$ cat config.mk
export PLATFORM = sky130hd
export DESIGN_NAME = truth_table_probe
export DESIGN_NICKNAME = d
export VERILOG_FILES = /design/src/rtl/truth_table_probe.sv
export SDC_FILE = /design/constraint.sdc
export NUM_CORES = 1
export LEC_CHECK = 0
export BUFFER_PORTS_ARGS = -buffer_cell sky130_fd_sc_hd__buf_2
export CAP_MARGIN = 10
export CORE_MARGIN = 1.5
export CORE_UTILIZATION = 58
export CTS_CLUSTER_SIZE = 12
export DETAILED_ROUTE_END_ITERATION = 10
export GPL_ROUTABILITY_DRIVEN = 0
export GPL_TIMING_DRIVEN = 0
export PLACE_DENSITY_LB_ADDON = 0.05
export SYNTH_ARGS = -nofsm -noshare
export SYNTH_HDL_FRONTEND = slang
export SYNTH_SLANG_ARGS = --single-unit
$ cat constraint.sdc
create_clock -name clk -period 2.8 [get_ports clk]
set_input_delay 0 -clock clk [delete_from_list [all_inputs] [get_ports clk]]
set_output_delay 0 -clock clk [all_outputs]
set_load 0.02 [all_outputs]
$ cat src/rtl/truth_table_probe.sv
// truth_table_probe: walks a 3-input gate through all eight input rows,
// samples its output and assembles the 8-bit truth-table code.
module truth_table_probe #(
    parameter int SETTLE_CYCLES = 4,
    parameter int SAMPLE_COUNT  = 3,
    parameter int SYNC_STAGES   = 2
) (
    input  logic       clk,
    input  logic       rst_n,
    input  logic       start,
    input  logic       abort,
    input  logic [7:0] expected,
    input  logic       dut_out,
    output logic       drive_in1,
    output logic       drive_in2,
    output logic       drive_in3,
    output logic       busy,
    output logic       done,
    output logic [7:0] code,
    output logic       code_valid,
    output logic [7:0] unstable_mask,
    output logic       match
);

    localparam logic [1:0] S_IDLE   = 2'd0;
    localparam logic [1:0] S_SETTLE = 2'd1;
    localparam logic [1:0] S_SAMPLE = 2'd2;
    localparam logic [1:0] S_FINISH = 2'd3;

    localparam int CMAX = (SETTLE_CYCLES > SAMPLE_COUNT) ?
                          SETTLE_CYCLES : SAMPLE_COUNT;
    localparam int CW = $clog2(CMAX + 1);

    localparam logic [CW-1:0] SET_LAST = CW'(SETTLE_CYCLES - 1);
    localparam logic [CW-1:0] SMP_LAST = CW'(SAMPLE_COUNT - 1);

    logic [1:0]             state_q, state_d;
    logic [CW-1:0]          cnt_q, cnt_d;
    logic [2:0]             row_q, row_d;
    logic                   busy_q, busy_d;
    logic                   done_q, done_d;
    logic [7:0]             exp_q, exp_d;
    logic [7:0]             shadow_q, shadow_d;
    logic [7:0]             smask_q, smask_d;
    logic                   prev_q, prev_d;
    logic [7:0]             code_q, code_d;
    logic [7:0]             mask_q, mask_d;
    logic                   valid_q, valid_d;
    logic                   match_q, match_d;
    logic [SYNC_STAGES-1:0] sync_q;
    logic [SYNC_STAGES:0]   sync_shift;
    logic                   smp;
    logic [2:0]             bit_idx;

    assign sync_shift = {sync_q, dut_out};
    assign smp        = sync_q[SYNC_STAGES-1];
    // Row k lands in code bit 7-k, so row 000 is the MSB.
    assign bit_idx    = ~row_q;

    // Shift the asynchronous gate output through the synchronizer chain.
    always_ff @(posedge clk or negedge rst_n) begin
        if (!rst_n) begin
            sync_q <= '0;
        end else begin
            sync_q <= sync_shift[SYNC_STAGES-1:0];
        end
    end

    // Sequencer next-state: row stepping, sampling and result assembly.
    always_comb begin
        state_d  = state_q;
        cnt_d    = cnt_q;
        row_d    = row_q;
        busy_d   = busy_q;
        done_d   = 1'b0;
        exp_d    = exp_q;
        shadow_d = shadow_q;
        smask_d  = smask_q;
        prev_d   = prev_q;
        code_d   = code_q;
        mask_d   = mask_q;
        valid_d  = valid_q;
        match_d  = match_q;
        unique case (state_q)
            S_IDLE: begin
                if (start && !abort) begin
                    state_d  = S_SETTLE;
                    busy_d   = 1'b1;
                    row_d    = 3'd0;
                    cnt_d    = '0;
                    exp_d    = expected;
                    valid_d  = 1'b0;
                    match_d  = 1'b0;
                    mask_d   = 8'h00;
                    shadow_d = 8'h00;
                    smask_d  = 8'h00;
                end
            end
            S_SETTLE: begin
                if (abort) begin
                    state_d = S_IDLE;
                    busy_d  = 1'b0;
                    row_d   = 3'd0;
                    cnt_d   = '0;
                end else if (cnt_q == SET_LAST) begin
                    state_d = S_SAMPLE;
                    cnt_d   = '0;
                end else begin
                    cnt_d = cnt_q + 1'b1;
                end
            end
            S_SAMPLE: begin
                if (abort) begin
                    state_d = S_IDLE;
                    busy_d  = 1'b0;
                    row_d   = 3'd0;
                    cnt_d   = '0;
                end else begin
                    prev_d            = smp;
                    shadow_d[bit_idx] = smp;
                    if (cnt_q != '0 && smp != prev_q) begin
                        smask_d[bit_idx] = 1'b1;
                    end
                    if (cnt_q == SMP_LAST) begin
                        cnt_d = '0;
                        if (row_q == 3'd7) begin
                            state_d = S_FINISH;
                            code_d  = shadow_d;
                            mask_d  = smask_d;
                            valid_d = 1'b1;
                            match_d = (shadow_d == exp_q) &&
                                      (smask_d == 8'h00);
                            done_d  = 1'b1;
                        end else begin
                            row_d   = row_q + 3'd1;
                            state_d = S_SETTLE;
                        end
                    end else begin
                        cnt_d = cnt_q + 1'b1;
                    end
                end
            end
            S_FINISH: begin
                state_d = S_IDLE;
                busy_d  = 1'b0;
                row_d   = 3'd0;
                cnt_d   = '0;
            end
        endcase
    end

    // Register sequencer state and published results.
    always_ff @(posedge clk or negedge rst_n) begin
        if (!rst_n) begin
            state_q  <= S_IDLE;
            cnt_q    <= '0;
            row_q    <= 3'd0;
            busy_q   <= 1'b0;
            done_q   <= 1'b0;
            exp_q    <= 8'h00;
            shadow_q <= 8'h00;
            smask_q  <= 8'h00;
            prev_q   <= 1'b0;
            code_q   <= 8'h00;
            mask_q   <= 8'h00;
            valid_q  <= 1'b0;
            match_q  <= 1'b0;
        end else begin
            state_q  <= state_d;
            cnt_q    <= cnt_d;
            row_q    <= row_d;
            busy_q   <= busy_d;
            done_q   <= done_d;
            exp_q    <= exp_d;
            shadow_q <= shadow_d;
            smask_q  <= smask_d;
            prev_q   <= prev_d;
            code_q   <= code_d;
            mask_q   <= mask_d;
            valid_q  <= valid_d;
            match_q  <= match_d;
        end
    end

    assign drive_in1     = row_q[2];
    assign drive_in2     = row_q[1];
    assign drive_in3     = row_q[0];
    assign busy          = busy_q;
    assign done          = done_q;
    assign code          = code_q;
    assign code_valid    = valid_q;
    assign unstable_mask = mask_q;
    assign match         = match_q;

endmodule
==> results.md <==
| Step | Quantity | Value |
| --- | --- | --- |
| logic synthesis | Library cell occupying the most area in the post-synthesis netlist | dfrtp_1 |
| placement | Pre-CTS setup slack | 0.2578 ns |
| clock network | Number of sinks handled by clock tree synthesis | 55 |
| setup path | Crit path buffers/inverters | 2 |
| floorplan | Starting density of the core | 60.58% |
| sta | Post-route worst setup slack | 0.1313 ns |
| clock network | Clock tree from TritonCTS | built |
| logic synthesis | Net Count, Synth | 321 |
| power | Combinational power share | 32.7% |
| sta | Final worst-path cycle share | 95.31% |
| floorplan | Die H | 73.24 um |
| sta | Slew HR | 55.61% |
| clock network | Clock root cell | clkbuf_8 |
| logic synthesis | Number of instances in the synthesized netlist | 297 |
| logic synthesis | Mapped Area | 2861 um^2 |
| cells and area | Finished Core Util | 70.54% |
| sta | Final count of hold timing violations | 0 |
| drt | Routed met3 length | 302 um |
| setup path | Standard cell with the maximum stage delay on the critical path | or4_1 |
| drt | Number of iterations in the first detailed-routing pass | 4 |
| cells and area | Non-filler instance count after layout | 417 |
| logic synthesis | Number of enable flip-flop cells after synthesis | 0 |
| logic synthesis | Most area-consuming cells after synthesis | dfrtp_1, a21oi_1, ha_1 |
| setup path | Arrival time of data at the critical path endpoint | 2.92 ns |
| power | Power Internal | 1.402 mW |
| global route | Aggregate global-route resource usage | 26.87% |
| drt | Max layer used | met4 |
| drt | Detailed-route wire length | 6505 um |
| setup path | Crit Path Category | reg -> reg |
| setup path | Launch instance of the worst register-to-register path | state_q[0] |
| power | Total power per unit cell area | 664.5 nW/um^2 |
| floorplan | Die outline area | 5364 um^2 |
| logic synthesis | Area fraction of the dominant cell type after synthesis | 48.10% |
| setup path | Peak per-stage delay on the critical path | 0.55 ns |
| sta | Final hold slack | 0.1006 ns |
| sta | Highest clock rate | 374.7 MHz |
| global route | Pin count of the biggest net entering global routing | 56 |
| run status | Run status | complete, no violations |
| setup path | CP Cell Sequence | inv_1 -> ha_1 -> buf_2 -> or3b_2 -> a311oi_1 -> o2111ai_1 -> or4_1 -> o31ai_2 |
| drt | Detailed-route wire length per cell | 15.60 um |
| clock network | Clk pin slew, worst setup/hold paths | 0.12 ns |
| floorplan | Number of top-level pins | 36 |
| cells and area | Number of antenna cells inserted | 0 |
| power | Clock network fraction of design power | 21.7% |
| placement | HPWL reported at the end of detailed placement | 4646 um |
| setup path | Critical path required time | 3.05 ns |
| clock network | CTS Buffer Depth | 2 |
| global route | Antenna violations before repair | 0 |
| power | VDD IR max | 0.4974 mV |
| clock network | Latest clock arrival within the worst-skew pair | 0.33 ns |
| placement | Post-place instance area | 3115 um^2 |
| cells and area | Final Net Count | 373 |
| clock network | Number of H-tree levels | 2 |
| logic synthesis | Flip-flop and latch count after synthesis | 55 |
| setup path | Maximum net fanout on the critical path | 9 |
| setup path | R2r worst-path depth | 8 |
| clock network | Number of buffers inserted during clock tree synthesis | 5 |
| setup path | Worst reg-to-reg setup slack | 0.13 ns |
| cells and area | Multi-input gate area in the final layout | 1344 um^2 |
| sta | Sum of negative setup slack | 0 ns |
| setup path | Startpoint type of the worst setup path | register |
| clock network | Post-cts repair resize count | 0 |
| placement | Count of input and output buffers | 34 |
| power | Switching power total | 0.8121 mW |
| setup path | Top Family by Delay on Critical Path | simple AND/OR/NAND/NOR gates |
| clock network | Hold bufs inserted after CTS | 10 |
| setup path | Worst reg2reg path endpoint | match |
| global route | Via count of the first global-routing pass | 2231 |
| floorplan | Placeable core region | 4723 um^2 |
| logic synthesis | Total number of yosys warnings | 0 |
| hold path | Type of the most critical hold path | in -> async |
| cells and area | Total area of sequential cells | 1376 um^2 |
| sta | Min Clock Period, post-route | 2.669 ns |
| cells and area | Ratio of cells with drive above 1 in the final layout | 19.43% |
| logic synthesis | Number of library cell types mapped by synthesis | 49 |
| sta | Endpoints failing setup | 0 |
| power | Switching Fraction | 36.68% |
| drt | Sum of met2 wire segment lengths after detailed routing | 2925 um |
| logic synthesis | Post-synth ARST share | 100.0% |
| global route | Global-route congestion overflow total | 0 |
| setup path | Critical Path Sink Type | register |
| power | Sequential cell fraction of total power | 45.6% |
| drt | Overall via count from detail_route | 2316 |
| sta | Total count of max-transition violations in the final report | 0 |
| drt | M1 wire length | 3135 um |
| floorplan | Number of rows in the core area | 25 |
| power | Total power consumption of the routed design | 2.214 mW |
| logic synthesis | Most common flop cell mapped by yosys | dfrtp_1 |
| sta | Slew @ Worst Pin | 0.6633 ns |
| global route | Wire length of the first global-routing pass | 10910 um |
| cells and area | Number of fillers in the final layout | 373 |
| clock network | Buffer count from post-CTS setup fixing | 0 |
| drt | DRC marker count from the first detailed-route iteration | 205 |
| power | Static Leak | 1.577 nW |
| sta | RSZ-0062 raised after global routing | false |
| logic synthesis | Share of the yosys chip area belonging to registers | 48.10% |
| placement | Placed Instances | 398 |
| drt | Count of antenna-violating nets left after detailed routing | 0 |
| logic synthesis | Average cell area after synthesis | 9.635 um^2 |
| cells and area | Synth-to-layout area growth | 16.44% |
| sta | Worst clock skew on the final layout | 0.01605 ns |
| cells and area | Post-route cell area | 3332 um^2 |
| drt | Post-route DRC | 0 |
| floorplan | Floorplan die width | 73.24 um |
| drt | Average vias per placed instance | 5.554 |
| run | Max-cap violations | 0 |
## sequential cells by signal, summed over array words and instances (netlist names)
register       cells
busy               1
cnt_q              3
code               8
code_valid         1
done               1
exp_q              8
match              1
prev_q             1
row_q              3
shadow_q           8
smask_q            8
state_q            2
sync_q             2
unstable_mask      8
## how the worst max path moves through the flow
stage	start	cells after the start	slack, ns	endpoint
6_report	state_q[0]	8	0.13	match
4_1_cts	state_q[0]	8	0.15	match
5_1_grt	state_q[0]	8	0.06	match
2_1_floorplan	state_q[0]	8	0.53	match
3_5_place_dp	state_q[0]	8	0.26	match
3_3_place_gp	state_q[0]	8	0.27	match
## worst register-to-register path, stage by stage (launching register included)
cell       delay [ns]
dfrtp_1          0.41
inv_1            0.13
ha_1             0.16
buf_2            0.19
or3b_2           0.46
a311oi_1         0.33
o2111ai_1        0.19
or4_1            0.55
o31ai_2          0.18
## area by class of cell
cell class,count,area share [%]
sequential,55,41.31
multi-input combinational,208,40.33
timing repair buffer,45,8.712
tap,67,2.516
buffer,17,2.328
clock buffer,5,2.065
inverter,17,1.915
clock inverter,3,0.8261
## synth_stat cells, types with 2 or more instances
| cell type | count |
|---|---|
| dfrtp_1 | 55 |
| inv_1 | 17 |
| a22o_1 | 2 |
| or3b_2 | 2 |
| o21ai_0 | 23 |
| and3_1 | 2 |
| o2111ai_1 | 2 |
| buf_2 | 2 |
| mux2i_1 | 5 |
| nor3b_2 | 2 |
| nand2b_1 | 7 |
| and2_1 | 3 |
| or3_1 | 2 |
| nor3_1 | 3 |
| xor2_1 | 2 |
| nand3b_1 | 6 |
| nor2_1 | 20 |
| or4_1 | 3 |
| mux2_2 | 11 |
| clkbuf_1 | 12 |
| or2_2 | 3 |
| nand2_1 | 30 |
| xnor2_1 | 4 |
| nand4_1 | 2 |
| a21oi_1 | 35 |
| ha_1 | 11 |
| o22ai_1 | 9 |
## per-layer routing
| metal | vias up | track usage, % |
|---|---|---|
| met4 | 0 | 9.644 |
| met3 | 13 | 4.558 |
| met2 | 59 | 40.81 |
| met5 | - | 0 |
| met1 | 1104 | 38.79 |
| li1 | 1140 | - |
## power groups by stage
stage / combinational, mW / clock (mW) / sequential [mW]
floorplan: 0.521 / 0 / 1.00
CTS: 0.715 / 0.485 / 1.01
finish: 0.723 / 0.481 / 1.01
global route: 0.815 / 0.516 / 1.03
detailed placement: 0.702 / 0 / 1.02
global placement: 0.683 / 0 / 1.01
## kinds of logic (layout without fill, tap and decap cells)
family          after synthesis  count (layout)  synth area share [%]
buf+inv                      34              87                 4.941
xor+xnor                      6               6                 1.836
mux                          16              16                 6.078
simple gates                 94              94                 17.93
fa+ha+maj                    11              11                 4.810
flops                        55              55                 48.10
compound gates               81              81                 16.31
## cell usage in the layout (no fill, tap or decap), drive strengths merged, types with 9 or more instances in the layout
cell,instances
dlygate4sd3,10
inv,19
dfrtp,55
clkbuf,17
ha,11
mux2,11
buf,40
a21oi,35
nand2,30
o21ai,23
nor2,20
o22ai,9
Note: power is estimated with default switching activity, not from simulation.
